## config.mk

```make
export PLATFORM = sky130hd
export DESIGN_NAME = adc_axis_source
export DESIGN_NICKNAME = d
export VERILOG_FILES = /design/src/rtl/adc_axis_source.sv
export SDC_FILE = /design/constraint.sdc
export NUM_CORES = 1
export LEC_CHECK = 0
export CAP_MARGIN = 30
export CORE_MARGIN = 3
export CORE_UTILIZATION = 55
export CTS_BUF_LIST = sky130_fd_sc_hd__clkbuf_16
export CTS_CLUSTER_SIZE = 8
export DETAILED_ROUTE_END_ITERATION = 10
export PLACE_DENSITY_LB_ADDON = 0.1
export RECOVER_POWER = 25
export SYNTH_ARGS = -nofsm -noshare
export SYNTH_HDL_FRONTEND = slang
export SYNTH_SLANG_ARGS = --single-unit
```

## constraint.sdc

```tcl
create_clock -name i_sys_clock -period 3.76 [get_ports i_sys_clock]
set_clock_uncertainty 0.1 [all_clocks]
set_input_delay 1.128 -clock i_sys_clock [delete_from_list [all_inputs] [get_ports i_sys_clock]]
set_output_delay 1.128 -clock i_sys_clock [all_outputs]
set_load 0.02 [all_outputs]
```

## src/rtl/adc_axis_source.sv

```systemverilog
// Zmod ADC capture: sign-extends paired 14-bit samples into 32-bit AXI-Stream words,
// decimates, and buffers them in a first-word-fall-through FIFO gated by IAGC status.
module adc_axis_source #(
    parameter int ZMOD_DATA_SIZE   = 14,
    parameter int AXIS_DATA_SIZE   = 32,
    parameter int IAGC_STATUS_SIZE = 4,
    parameter int FIFO_DEPTH_LOG2  = 4,
    parameter int OVF_COUNT_SIZE   = 16
) (
    input  logic                        i_sys_clock,
    input  logic                        i_rst_n,
    input  logic [IAGC_STATUS_SIZE-1:0] i_iagc_status,
    input  logic [ZMOD_DATA_SIZE-1:0]   i_adc_ch1,
    input  logic [ZMOD_DATA_SIZE-1:0]   i_adc_ch2,
    input  logic                        i_adc_valid,
    input  logic [7:0]                  i_decimation,
    input  logic                        i_clear_overflow,
    output logic [AXIS_DATA_SIZE-1:0]   o_data,
    output logic                        o_data_valid,
    input  logic                        i_data_ready,
    output logic [FIFO_DEPTH_LOG2:0]    o_fifo_level,
    output logic                        o_overflow,
    output logic [OVF_COUNT_SIZE-1:0]   o_overflow_count
);

    localparam int HALF  = AXIS_DATA_SIZE / 2;
    localparam int DEPTH = 2 ** FIFO_DEPTH_LOG2;
    localparam logic [FIFO_DEPTH_LOG2:0] FULL_LEVEL = (FIFO_DEPTH_LOG2 + 1)'(DEPTH);
    localparam logic [FIFO_DEPTH_LOG2:0] ONE_LEVEL  = (FIFO_DEPTH_LOG2 + 1)'(1);

    typedef enum logic [1:0] {
        IDLE  = 2'd0,
        RUN   = 2'd1,
        DRAIN = 2'd2
    } state_t;

    state_t                       state, state_next;
    logic [AXIS_DATA_SIZE-1:0]    mem [DEPTH];
    logic [FIFO_DEPTH_LOG2-1:0]   wr_ptr, rd_ptr;
    logic [FIFO_DEPTH_LOG2:0]     level;
    logic [7:0]                   dec_cnt, dec_cnt_next;
    logic                         ovf;
    logic [OVF_COUNT_SIZE-1:0]    ovf_cnt;
    logic                         empty, full, pop, keep, push, drop;
    logic signed [HALF-1:0]       ch1_ext, ch2_ext;
    logic [AXIS_DATA_SIZE-1:0]    word;

    function automatic logic signed [HALF-1:0] sext(input logic signed [ZMOD_DATA_SIZE-1:0] s);
        return HALF'(s);
    endfunction

    function automatic logic [OVF_COUNT_SIZE-1:0] sat_inc(input logic [OVF_COUNT_SIZE-1:0] c);
        return (&c) ? c : c + 1'b1;
    endfunction

    assign ch1_ext = sext(i_adc_ch1);
    assign ch2_ext = sext(i_adc_ch2);
    assign word    = {ch2_ext, ch1_ext};

    assign empty = (level == '0);
    assign full  = (level == FULL_LEVEL);
    assign pop   = !empty && i_data_ready;
    assign keep  = (state == RUN) && i_adc_valid && (dec_cnt == 8'd0);
    // A pop frees the slot in the same cycle, so a push at full still succeeds.
    assign push  = keep && (!full || pop);
    assign drop  = keep && full && !pop;

    always_comb begin
        dec_cnt_next = dec_cnt;
        if (state != RUN)
            dec_cnt_next = 8'd0;
        else if (i_adc_valid)
            dec_cnt_next = (dec_cnt >= i_decimation) ? 8'd0 : dec_cnt + 8'd1;
    end

    always_comb begin
        state_next = state;
        case (state)
            IDLE:    if (i_iagc_status != '0) state_next = RUN;
            RUN:     if (i_iagc_status == '0) state_next = DRAIN;
            DRAIN: begin
                if (i_iagc_status != '0)
                    state_next = RUN;
                else if (empty || (level == ONE_LEVEL && pop))
                    state_next = IDLE;
            end
            default: state_next = IDLE;
        endcase
    end

    always_ff @(posedge i_sys_clock or negedge i_rst_n) begin
        if (!i_rst_n) begin
            state   <= IDLE;
            wr_ptr  <= '0;
            rd_ptr  <= '0;
            level   <= '0;
            dec_cnt <= 8'd0;
            ovf     <= 1'b0;
            ovf_cnt <= '0;
        end else begin
            state   <= state_next;
            dec_cnt <= dec_cnt_next;
            if (push) wr_ptr <= wr_ptr + 1'b1;
            if (pop)  rd_ptr <= rd_ptr + 1'b1;
            case ({push, pop})
                2'b10:   level <= level + 1'b1;
                2'b01:   level <= level - 1'b1;
                default: level <= level;
            endcase
            // Clear wins over a drop in the same cycle.
            if (i_clear_overflow) begin
                ovf     <= 1'b0;
                ovf_cnt <= '0;
            end else if (drop) begin
                ovf     <= 1'b1;
                ovf_cnt <= sat_inc(ovf_cnt);
            end
        end
    end

    always_ff @(posedge i_sys_clock) begin
        if (push) mem[wr_ptr] <= word;
    end

    assign o_data           = empty ? '0 : mem[rd_ptr];
    assign o_data_valid     = !empty;
    assign o_fifo_level     = level;
    assign o_overflow       = ovf;
    assign o_overflow_count = ovf_cnt;

endmodule

```

# Word level (Yosys, flattened, before mapping)
# Memories as Yosys holds them, arrays and structs flattened.
# Index checks and enable logic that the tools add are counted.
dict set report word_totals {
  register_bits 40
  ramBits 512
  input_bits 45
  n_memories 1
}
# memory depth width rd rd_ports_with_merged_regs wr line_no
set memory_table {}
lappend memory_table {mem 16 32 1 0 1 38} ;# logic [AXIS_DATA_SIZE-1:0] mem [DEPTH];
dict set report op_classes {
  add_sub_neg 6
  magnitude_cmp 1
  n_eq_ne 11
  muxes 17
  n_reduce_logical 23
}
# op count
set op_table {}
lappend op_table {{two-way mux 16 bit} 3}
lappend op_table {{two-way mux 32 bit} 1}
lappend op_table {{two-way mux 8 bit} 3}
lappend op_table {{adder 16 x 1 -> 16 bit, second input constant} 1}
lappend op_table {{AND reduction 16 bit} 1}
lappend op_table {{one-hot mux 5 bit (2 select lines)} 1}
lappend op_table {{adder 4 x 1 -> 4 bit, second input constant} 2}
lappend op_table {{adder 8 x 1 -> 8 bit, second input constant} 1}
lappend op_table {{greater-or-equal comparator 8 bit} 1}
lappend op_table {{logical NOT 8 bit} 1}
lappend op_table {{two-way mux 2 bit} 4}
lappend op_table {{logical AND 1 bit} 7}
lappend op_table {{one-hot mux 2 bit (3 select lines)} 1}
lappend op_table {{nonzero test 2 bit} 3}
lappend op_table {{adder 5 x 1 -> 5 bit, second input constant} 1}
lappend op_table {{equality test 5 x 1 -> 1 bit, second input constant} 1}
lappend op_table {{equality test 5 bit, second input constant} 1}
lappend op_table {{logical NOT 5 bit} 1}
lappend op_table {{subtractor 5 x 1 -> 5 bit, second input constant} 1}
lappend op_table {{equality test 2 x 1 -> 1 bit, second input constant} 2}
lappend op_table {{equality test 2 bit, second input constant} 2}
lappend op_table {{logical NOT 4 bit} 1}
lappend op_table {{two-way mux 1 bit} 4}
lappend op_table {{inequality test 2 x 1 -> 1 bit, second input constant} 2}
lappend op_table {{8 further kinds} 12}

# Longest topological paths before layout
# Gate-level depths: netlist of run 1.
dict set report logic_depth {
  depth_word 8
  mapped_depth 9
  depth_no_buf 7
}

# Worst setup path before layout of run 1
# OpenSTA, ideal clock, no wires.
dict set report synth_path {
  kind {register to output}
  startpoint {register level[1], in the netlist o_fifo_level[1]}
  endpoint {output port o_data[14]}
  t_arrival_ns 2.763
  required_ns 2.532
  path_slack_ns -0.231
  path_stages_with_launch 10
  n_path_buf 4
  cell_sequence {dfrtp_1 inv_1 ha_1 or4b_2 clkbuf_1 nand2b_1 clkbuf_1 buf_1 o22ai_1 buf_4}
}
dict set report synth_via {
  elab_chain_cells 2
}
# element line_no
set synth_lines {}
lappend synth_lines {{from (decl)} 40} ;# logic [FIFO_DEPTH_LOG2:0] level;
lappend synth_lines {{from (signal assigned)} 106} ;# 2'b10: level <= level + 1'b1;
lappend synth_lines {{from (signal assigned)} 107} ;# 2'b01: level <= level - 1'b1;
lappend synth_lines {{from (signal assigned)} 108} ;# default: level <= level;
lappend synth_lines {{logical NOT 5 bit} 60} ;# assign empty = (level == '0);
lappend synth_lines {{two-way mux 32 bit} 125} ;# assign o_data = empty ? '0 : mem[rd_ptr];
lappend synth_lines {{to (decl)} 18} ;# output logic [AXIS_DATA_SIZE-1:0] o_data,
# Every way passes these cells.

# Worst setup path in the final report of run 1
dict set report layout_path {
  startpoint {register rd_ptr[0]}
  endpoint {output port o_data[23]}
}
dict set report layout_via {
  elab_chain_cells 2
}
# element line_no
set layout_lines {}
lappend layout_lines {{from (decl)} 39} ;# logic [FIFO_DEPTH_LOG2-1:0] wr_ptr, rd_ptr;
lappend layout_lines {{from (signal assigned)} 104} ;# if (pop) rd_ptr <= rd_ptr + 1'b1;
lappend layout_lines {{memory read (16 x 32 bit)} n/a}
lappend layout_lines {{two-way mux 32 bit} 125}
# Every way passes these cells.

==> results of run 1 <==
==> critical path, stage by stage, from the launching register on <==
cell             delay, ps
dfrtp_4                460
buf_12                 180
buf_16                 150
mux4_2                 500
mux2i_1                230
o22ai_1                110
clkdlybuf4s15_2        260
==> metrics by stage <==
step,utilization,worst slack [ps],instances
global placement,0.629,123,1535
CTS,0.695,-32.8,1643
detailed placement,0.629,75.1,1535
finish,0.697,55.3,1655
global route,0.697,-28.3,1654
floorplan,-,65.3,962
==> kinds of logic (layout without fill, tap and decap cells) <==
group / Yosys count / after routing / synth area share
flops: 488 / 488 / 0.742
mux: 173 / 173 / 0.161
simple gates: 120 / 120 / 0.0363
compound gates: 81 / 81 / 0.0272
buf+inv: 66 / 302 / 0.0150
fa+ha+maj: 20 / 20 / 0.0128
xor+xnor: 14 / 14 / 0.00629
other cells: 0 / 2 / 0
==> sequential cells by signal, summed over array words and instances, names as in the netlist <==
| name | flops |
|---|---|
| dec_cnt | 8 |
| mem | 448 |
| o_fifo_level | 5 |
| o_overflow | 1 |
| o_overflow_count | 16 |
| rd_ptr | 4 |
| state | 2 |
| wr_ptr | 4 |
==> worst min-delay path by stage <==
| stage | slack [ps] | start | cells past startpoint | end |
|---|---|---|---|---|
| finish | 430 | wr_ptr[3] | 1 | wr_ptr[3] |
| global route | 460 | wr_ptr[3] | 1 | wr_ptr[3] |
| CTS | 430 | wr_ptr[3] | 1 | wr_ptr[3] |
| detailed placement | 420 | wr_ptr[3] | 1 | wr_ptr[3] |
| global placement | 420 | wr_ptr[3] | 1 | wr_ptr[3] |
| floorplan | 390 | wr_ptr[3] | 1 | wr_ptr[3] |
==> layout make-up <==
type | count | area, um^2 | area share
multi-input combinational | 408 | 4930 | 0.204
antenna | 2 | 5.00 | 0.000207
clock buffer | 75 | 1880 | 0.0775
timing repair buffer | 192 | 2200 | 0.0911
tap | 455 | 569 | 0.0235
sequential | 488 | 14500 | 0.597
inverter | 17 | 63.8 | 0.00264
clock inverter | 18 | 92.6 | 0.00382
==> power by group through the flow <==
stage	combinational, uW	sequential [uW]	clock, uW
2_1_floorplan	3360	6440	0
3_3_place_gp	5490	6500	0
3_5_place_dp	5520	6510	0
4_1_cts	5890	6400	5700
5_1_grt	6330	6430	5950
6_report	5940	6410	5580
==> cells in the final DEF, fill, tap and decap left out, types with 20 or more instances in the layout <==
cell type        instances
mux2i_2                 20
clkdlybuf4s50_1         49
ha_1                    20
mux4_2                 112
o22ai_1                 24
inv_1                   32
clkbuf_16               76
buf_4                   47
mux2i_1                 36
buf_12                  39
nand2_1                 21
dfrtp_1                 37
buf_2                   20
edfxtp_1               448
==> timing repair <==
item	4_1_cts	5_1_grt
endpoints found under the setup margin	33	31
pin swaps	0	3
buffers inserted	12	8
cloned	3	1
gates resized for setup	146	35
==> routing by layer <==
metal,GRT usage,share of wire,vias to the layer above
met3,0.0471,0.059,57
li1,-,-,4399
met1,0.322,0.42,5294
met4,0.0572,0.016,0
met5,0,0,-
met2,0.373,0.50,285
==> metrics.csv, run 1 <==
stage,metric,value,unit
status,status,"complete, but fails checks",
status,failing checks,"max-capacitance violations, max-slew violations",
synth,Post-synth ARST share,0.0820,
synth,synth top area cells,"edfxtp_1 69%, mux4_2 13%, dfrtp_1 5.1%",
synth,top-count cell post-synth,edfxtp_1,
floorplan,area of the core,34700,um^2
synth,"area leader, netlist",edfxtp_1,
placed_design,GPL Wtd Cong,0.794,
setup_path,end of the worst register-to-register path,mem[7][2],
setup_path,worst path arrival time,2480,ps
detailed_routing,post-route ant nets,0,
cts,CTS buffer count,70,
power_and_ir_drop,share of power burned in the clock network,0.311,
synth,Synth Cell Area,19500,um^2
final_layout,Fillers,2215,
synth,sequential cell area fraction in the yosys report,0.742,
placed_design,dpl hpwl,24.3,mm
setup_path,CP required,2530,ps
cts,CTS tree,yes,
power_and_ir_drop,Switching Share,0.290,
synth,Synth Flop Type,edfxtp_1,
power_and_ir_drop,Sw Pwr,5200,uW
grt,vias in the first global route,10500,
timing,"Slew Viols, Final",41,
detailed_routing,DR pass1 iterations,5,
floorplan,initial core utilization,0.561,
setup_path,CP Capture Type,output pin,
power_and_ir_drop,leakage power,0.00833,uW
cts,Clock transition at path regs,50,ps
worst_hold_path,Tightest Hold Check Type,reg2reg,
synth,synth cell count leaders,"448 x edfxtp_1, 112 x mux4_2, 60 x mux2i_1, 40 x dfrtp_1, 28 x o22ai_1",
detailed_routing,Initial DRC Count,771,
power_and_ir_drop,"Power, Total",17900,uW
job,max_cap viols,1,
synth,top cell type's share of synthesized area,0.690,
detailed_routing,via count,10000,
timing,max_slew headroom,-0.544,
cts,Max clock buf depth,3,
setup_path,R2R depth,8,
timing,count of final setup violators,0,
synth,Syn Area/Cell,20.3,um^2
power_and_ir_drop,combinational power share,0.331,
detailed_routing,via-per-instance ratio,6.06,
cts,Worst-Skew Late Latency,560,ps
floorplan,die extent in y,194,um
synth,post-synthesis cell count,962,
detailed_routing,routed len/inst,25.7,um
setup_path,crit path max fanout,8,
synth,Synthesized Nets,1027,
timing,RSZ-0062 raised after global routing,yes,
final_layout,fin area,24200,um^2
final_layout,Final #Nets,1242,
final_layout,share of cells above drive strength 1,0.318,
grt,first-pass GRT wire length,64.5,mm
floorplan,die area,37700,um^2
setup_path,Worst setup SP type,register,
power_and_ir_drop,Cell Pwr Density,740,nW/um^2
timing,Tightest Pin Transition,2320,ps
timing,setup TNS,0,ps
cts,"Hold-fix buffers, CTS",0,
final_layout,synth-to-layout area growth,24.2,%
floorplan,row cnt,68,
setup_path,worst setup path endpoint,o_data[23],
synth,Cell variety after synth,58,
setup_path,CP Class,reg2out,
power_and_ir_drop,Pint,12700,uW
synth,number of enable flip-flop cells after synthesis,448,
timing,final hold slack,434,ps
floorplan,I/O Pins,100,
grt,pin count of the biggest net entering global routing,41,
placed_design,placed instance area,21800,um^2
grt,Congestion Overflow GR,0,
placed_design,PortBufs,99,
grt,combined global-route utilization of all metal layers,0.228,
timing,fin crit period,3700,ps
setup_path,worst setup path startpoint,rd_ptr[0],
timing,"Hold Vio Cnt, Final",0,
power_and_ir_drop,peak supply drop,0.000587,V
synth,#FFs+latches synth,488,
setup_path,worst r2r src,dec_cnt[0],
synth,yosys warns,0,
cts,CTS H-tree lvls,3,
cts,Clock Tree Root,clkbuf_16,
timing,Fmax,270,MHz
power_and_ir_drop,register share of total power,0.357,
grt,initial antenna violation count,2,
detailed_routing,Total Wirelength,42.5,mm
setup_path,Reg2Reg Setup Slack,1020,ps
floorplan,Die Wd,194,um
detailed_routing,DR DRC count,0,
timing,Tcrit/Tclk final,0.985,
cts,clk sink count,488,
Power figures use the tool's default switching activity.
==> run 2: changes to the inputs <==
==> constraint.sdc (replaced) <==
create_clock -name i_sys_clock -period 4.1 [get_ports i_sys_clock]
set_clock_uncertainty 0.1 [all_clocks]
set_input_delay 1.23 -clock i_sys_clock [delete_from_list [all_inputs] [get_ports i_sys_clock]]
set_output_delay 1.23 -clock i_sys_clock [all_outputs]
set_load 0.02 [all_outputs]
==> run 2 against run 1 <==
Against the previous run:
- the flow still finishes with violations (max-capacitance violations, max-slew violations)
- register-to-register slack improved by 200 ps
- total power decreased by 13%
- worst setup slack better by 24 ps
- routed wire length shrank 0.90%
- non-clock buffer count is 34 lower
- count of clock-buffer cells in the layout decreased by 5
- combinational power shrank 20%
- sequential power is 8.6% lower
- critical path depth unchanged
- sequential cell count stayed put
- critical endpoint is now o_data[15]
- highest routed layer is now met5
==> metrics.csv, run 2 (same netlist as run 1, synthesis figures left out) <==
stage,metric,value,unit,change
status,status,"complete, but fails checks",,unchanged
status,failing checks,"max-capacitance violations, max-slew violations",,unchanged
floorplan,row cnt,68,,unchanged
cts,Max clock buf depth,3,,unchanged
cts,"Hold-fix buffers, CTS",0,,unchanged
setup_path,CP cell instances,buf_4 -> buf_16 -> mux4_2 -> mux2i_1 -> o22ai_1 -> dlygate4sd2_1,,was buf_12 -> buf_16 -> mux4_2 -> mux2i_1 -> o22ai_1 -> clkdlybuf4s15_2
final_layout,"commonest non-fill, non-tap cell in the layout",edfxtp_1,,unchanged
detailed_routing,Total Wirelength,42.1,mm,was 42.5 mm
power_and_ir_drop,register share of total power,0.375,,was 0.357
power_and_ir_drop,share of power burned in the clock network,0.320,,was 0.311
final_layout,max reg flops,448,,unchanged
timing,Fmax,249,MHz,
power_and_ir_drop,leakage power,0.00809,uW,was 0.00833 uW
job,max_cap viols,1,,unchanged
power_and_ir_drop,Sw Pwr,4630,uW,was 5200 uW
setup_path,CP Capture Type,output pin,,unchanged
final_layout,Top reg by flops,mem,,unchanged
setup_path,"Buf+Inv Stages, Crit Path",3,,unchanged
grt,first-pass GRT wire length,63.7,mm,was 64.5 mm
grt,pin count of the biggest net entering global routing,53,,was 41
detailed_routing,DR DRC count,0,,unchanged
timing,Tightest Pin Transition,2140,ps,was 2320 ps
placed_design,dpl hpwl,24.4,mm,was 24.3 mm
timing,Tcrit/Tclk final,0.981,,
floorplan,die area,37700,um^2,unchanged
floorplan,Die Wd,194,um,unchanged
placed_design,GPL Wtd Cong,0.792,,was 0.794
detailed_routing,DR pass1 iterations,5,,unchanged
setup_path,slowest CP cell,mux4_2,,unchanged
cts,clk sink count,488,,unchanged
power_and_ir_drop,Switching Share,0.296,,was 0.290
floorplan,area of the core,34700,um^2,unchanged
timing,count of final setup violators,0,,unchanged
worst_hold_path,Tightest Hold Check Type,in2async,,was reg2reg
setup_path,crit path max fanout,15,,was 8
placed_design,PortBufs,99,,unchanged
placed_design,placed instance area,21500,um^2,was 21800 um^2
grt,initial antenna violation count,2,,unchanged
detailed_routing,routed len/inst,26.0,um,was 25.7 um
setup_path,"slowest stage delay, CP",530,ps,was 500 ps
power_and_ir_drop,Pint,11000,uW,was 12700 uW
setup_path,CP required,2770,ps,was 2530 ps
cts,Worst-Skew Late Latency,580,ps,was 560 ps
timing,final hold slack,357,ps,was 434 ps
cts,Clock Tree Root,clkbuf_16,,unchanged
grt,combined global-route utilization of all metal layers,0.225,,was 0.228
detailed_routing,post-route ant nets,0,,unchanged
grt,vias in the first global route,10300,,was 10500
detailed_routing,Initial DRC Count,719,,was 771
final_layout,share of cells above drive strength 1,0.248,,was 0.318
cts,CTS buffer count,70,,unchanged
setup_path,CP Class,reg2out,,unchanged
final_layout,highest-count cells in the layout ignoring fill and taps,"448 x edfxtp_1, 112 x mux4_2, 72 x clkbuf_16",,"was 448 x edfxtp_1, 112 x mux4_2, 76 x clkbuf_16"
setup_path,"delay-heaviest family, CP",multiplexers,,unchanged
detailed_routing,via-per-instance ratio,6.14,,was 6.06
floorplan,initial core utilization,0.561,,unchanged
placed_design,Placed Instances,1519,,was 1535
power_and_ir_drop,Cell Pwr Density,664,nW/um^2,was 740 nW/um^2
power_and_ir_drop,combinational power share,0.305,,was 0.331
power_and_ir_drop,"Power, Total",15600,uW,was 17900 uW
final_layout,Final #Nets,1208,,was 1242
floorplan,die extent in y,194,um,unchanged
final_layout,Ant. Diodes,0,,was 2
floorplan,I/O Pins,100,,unchanged
cts,CTS tree,yes,,unchanged
final_layout,"non-filler cells, final",1620,,was 1655
timing,setup TNS,0,ps,unchanged
detailed_routing,via count,9951,,was 10000
timing,"Hold Vio Cnt, Final",0,,unchanged
cts,CTS H-tree lvls,3,,unchanged
setup_path,worst path arrival time,2690,ps,was 2480 ps
timing,max_slew headroom,-0.425,,was -0.544
final_layout,synth-to-layout area growth,20.8,%,was 24.2%
power_and_ir_drop,peak supply drop,0.000424,V,was 0.000587 V
timing,RSZ-0062 raised after global routing,yes,,unchanged
cts,Clock transition at path regs,50,ps,about the same
timing,fin crit period,4020,ps,
timing,"Slew Viols, Final",40,,was 41
setup_path,Worst setup SP type,register,,unchanged
grt,Congestion Overflow GR,0,,unchanged
final_layout,fin area,23500,um^2,was 24200 um^2
-- run 2: through the flow --
stage | utilization | setup WS [ps]
CTS | 0.674 | 1.34
global placement | 0.620 | 227
detailed placement | 0.620 | 150
global route | 0.678 | -17.4
floorplan | - | 6.53
finish | 0.678 | 79.6
-- run 2: what timing repair did --
action	4_1_cts	5_1_grt
endpoints found under the setup margin	32	32
pin swaps	0	0
gates cloned	0	2
gates resized for setup	38	15
endpoints found under the hold margin	0	0
setup buffers	0	4
-- run 2: layout make-up --
cell class | instances | area [um^2]
multi-input combinational | 408 | 4790
tap | 455 | 569
clock buffer | 70 | 1750
sequential | 488 | 14500
timing repair buffer | 158 | 1750
inverter | 17 | 63.8
clock inverter | 24 | 161
fill | 2271 | 11200
-- run 2: routing by layer --
layer	global-route usage	wire length, um	up-vias
met5	0	26	-
met2	0.371	21000	331
met3	0.0419	2460	61
met4	0.0604	800	4
met1	0.316	17900	5231
li1	-	-	4324
-- run 2: worst paths after layout --
path                             from                   to  slack [ps]  cells past startpoint
max in group asynchronous     i_rst_n            rd_ptr[1]        1000                      2
max                         rd_ptr[0]           o_data[15]          80                      6
min reg2reg                o_overflow           o_overflow         430                      2
max reg2reg                dec_cnt[0]          mem[11][18]        1220                      8
min in group i_sys_clock   o_overflow           o_overflow         430                      2
min                           i_rst_n  o_overflow_count[0]         360                      1
-- run 2: power groups by stage --
stage / Sequential [uW] / Combinational [uW] / Clock, uW
floorplan: 5910 / 3070 / 0
finish: 5860 / 4780 / 5010
global route: 5880 / 5090 / 5330
CTS: 5860 / 4660 / 5100
global placement: 5940 / 4810 / 0
detailed placement: 5950 / 4840 / 0
==> run 3: changes to the inputs <==
--- a/config.mk
+++ b/config.mk
@@ -5,12 +5,12 @@
 export SDC_FILE = /design/constraint.sdc
 export NUM_CORES = 1
 export LEC_CHECK = 0
-export CAP_MARGIN = 30
 export CORE_MARGIN = 3
 export CORE_UTILIZATION = 55
 export CTS_BUF_LIST = sky130_fd_sc_hd__clkbuf_16
 export CTS_CLUSTER_SIZE = 8
 export DETAILED_ROUTE_END_ITERATION = 10
+export DONT_BUFFER_PORTS = 1
 export PLACE_DENSITY_LB_ADDON = 0.1
 export RECOVER_POWER = 25
 export SYNTH_ARGS = -nofsm -noshare
==> run 3 against run 2 <==
Against the previous run:
- the run now ends clean
- clock power rose by 2%
- cell area fell by 4.1%
- register-to-register slack got worse by 260 ps
- routed wire length fell by 1.0%
- critical endpoint is now o_data[9]
==> metrics.csv, run 3 (same netlist as run 1, synthesis figures left out) <==
stage,metric,value,unit,change
grt,first-pass GRT wire length,63.7,mm,about the same
timing,"Hold Vio Cnt, Final",0,,unchanged
grt,vias in the first global route,10200,,was 10300
final_layout,synth-to-layout area growth,15.9,%,was 20.8%
power_and_ir_drop,Cell Pwr Density,681,nW/um^2,was 664 nW/um^2
final_layout,Fillers,2291,,was 2271
floorplan,die area,37700,um^2,unchanged
setup_path,Worst setup SP type,register,,unchanged
detailed_routing,Total Wirelength,41.7,mm,was 42.1 mm
cts,Clock Tree Root,clkbuf_16,,unchanged
setup_path,CP Class,reg2out,,unchanged
grt,combined global-route utilization of all metal layers,0.225,,about the same
cts,"Hold-fix buffers, CTS",0,,unchanged
timing,"Slew Viols, Final",0,,was 40
status,status,completed,,"was complete, but fails checks"
detailed_routing,Initial DRC Count,801,,was 719
cts,CTS H-tree lvls,3,,unchanged
timing,Final WS setup,115,ps,was 79.6 ps
detailed_routing,via count,9705,,was 9951
final_layout,register area,14500,um^2,unchanged
final_layout,Final #Nets,1122,,was 1208
setup_path,crit path max fanout,54,,was 15
grt,initial antenna violation count,0,,was 2
timing,Tcrit/Tclk final,0.972,,was 0.981
final_layout,highest-count cells in the layout ignoring fill and taps,"448 x edfxtp_1, 112 x mux4_2, 75 x clkbuf_16",,"was 448 x edfxtp_1, 112 x mux4_2, 72 x clkbuf_16"
setup_path,CP cell instances,buf_16 -> mux4_2 -> mux2i_2 -> o22ai_1 -> buf_4,,was buf_4 -> buf_16 -> mux4_2 -> mux2i_1 -> o22ai_1 -> dlygate4sd2_1
power_and_ir_drop,leakage power,0.00766,uW,was 0.00809 uW
final_layout,share of cells above drive strength 1,0.281,,was 0.248
timing,max_slew headroom,0.449,,was -0.425
floorplan,die extent in y,194,um,unchanged
setup_path,slowest CP cell,mux4_2,,unchanged
final_layout,Top reg by flops,mem,,unchanged
placed_design,dpl hpwl,24.1,mm,was 24.4 mm
final_layout,multi-input logic area,4780,um^2,was 4790 um^2
final_layout,fin area,22600,um^2,was 23500 um^2
placed_design,GPL Wtd Cong,0.805,,was 0.792
cts,Clock transition at path regs,50,ps,about the same
timing,fin crit period,3980,ps,was 4020 ps
timing,RSZ-0062 raised after global routing,no,,was yes
detailed_routing,DR pass1 iterations,6,,was 5
detailed_routing,via-per-instance ratio,6.36,,was 6.14
cts,CTS tree,yes,,unchanged
placed_design,placed instance area,20600,um^2,was 21500 um^2
detailed_routing,routed len/inst,27.3,um,was 26.0 um
placed_design,PortBufs,0,,was 99
setup_path,"slowest stage delay, CP",580,ps,was 530 ps
cts,Max clock buf depth,3,,unchanged
final_layout,Ant. Diodes,0,,unchanged
setup_path,worst path arrival time,2650,ps,was 2690 ps
final_layout,Final Core Density,0.651,,was 0.678
final_layout,"commonest non-fill, non-tap cell in the layout",edfxtp_1,,unchanged
timing,setup TNS,0,ps,unchanged
cts,clk sink count,488,,unchanged
cts,Worst-Skew Late Latency,570,ps,was 580 ps
detailed_routing,post-route ant nets,0,,unchanged
grt,pin count of the biggest net entering global routing,55,,was 53
floorplan,initial core utilization,0.561,,unchanged
setup_path,CP Capture Type,output pin,,unchanged
job,max_cap viols,0,,was 1
grt,Congestion Overflow GR,0,,unchanged
final_layout,max reg flops,448,,unchanged
floorplan,row cnt,68,,unchanged
floorplan,Die Wd,194,um,unchanged
timing,count of final setup violators,0,,unchanged
floorplan,area of the core,34700,um^2,unchanged
worst_hold_path,Tightest Hold Check Type,in2async,,unchanged
timing,Tightest Pin Transition,825,ps,was 2140 ps
setup_path,CP required,2770,ps,about the same
power_and_ir_drop,"Power, Total",15400,uW,was 15600 uW
floorplan,I/O Pins,100,,unchanged
cts,CTS buffer count,70,,unchanged
detailed_routing,DR DRC count,0,,unchanged
placed_design,dpl ws,459,ps,was 150 ps
timing,Fmax,251,MHz,was 249 MHz
power_and_ir_drop,peak supply drop,0.000592,V,was 0.000424 V
[run 3: final timing paths]
kind / from / endpoint / slack (ps) / depth (start not counted)
setup reg to reg: dec_cnt[0] / mem[3][11] / 960 / 8
min in group i_sys_clock: rd_ptr[2] / rd_ptr[2] / 440 / 1
setup / recovery: rd_ptr[0] / o_data[9] / 120 / 5
hold reg to reg: rd_ptr[2] / rd_ptr[2] / 440 / 1
max in group asynchronous: i_rst_n / rd_ptr[1] / 3530 / 0
hold / removal: i_rst_n / dec_cnt[6] / 260 / 0
[run 3: metal layers]
layer / up-vias / part of all wire / track usage
li1: 4152 / - / -
met1: 5146 / 0.41 / 0.314
met4: 0 / 0.016 / 0.0612
met3: 55 / 0.066 / 0.0480
met2: 352 / 0.50 / 0.368
met5: - / 0 / 0
[run 3: cell type report]
type	instances	area share
clock inverters	11	0.00277
inverters	17	0.00283
multi-input cells	408	0.212
flip-flops and latches	488	0.641
clock buffers	75	0.0831
well taps	455	0.0252
repair buffers	72	0.0338
[run 3: critical path, delay by kind of cell, from the launching register on]
kind / cells / cell delay, ps
multiplexers: 2 / 830
buffers and inverters: 2 / 550
flip-flops: 1 / 540
AO/OA/AOI/OAI: 1 / 130
[run 3: report_power, final]
part,internal [uW],switching [uW],total [uW]
clock,3200,1890,5090
sequential,5700,282,5980
combinational,2080,2230,4310
total,11000,4410,15400
[run 3: through the flow]
stage / cells / hold slack (ps)
floorplan: 962 / 378
global placement: 1439 / 417
detailed placement: 1439 / 427
CTS: 1525 / 233
global route: 1526 / 237
finish: 1526 / 257
[run 3: repair_timing]
action / CTS / global route
gates resized for setup: 1 / 6
buffers inserted: 0 / 1
endpoints found under the setup margin: 32 / 9
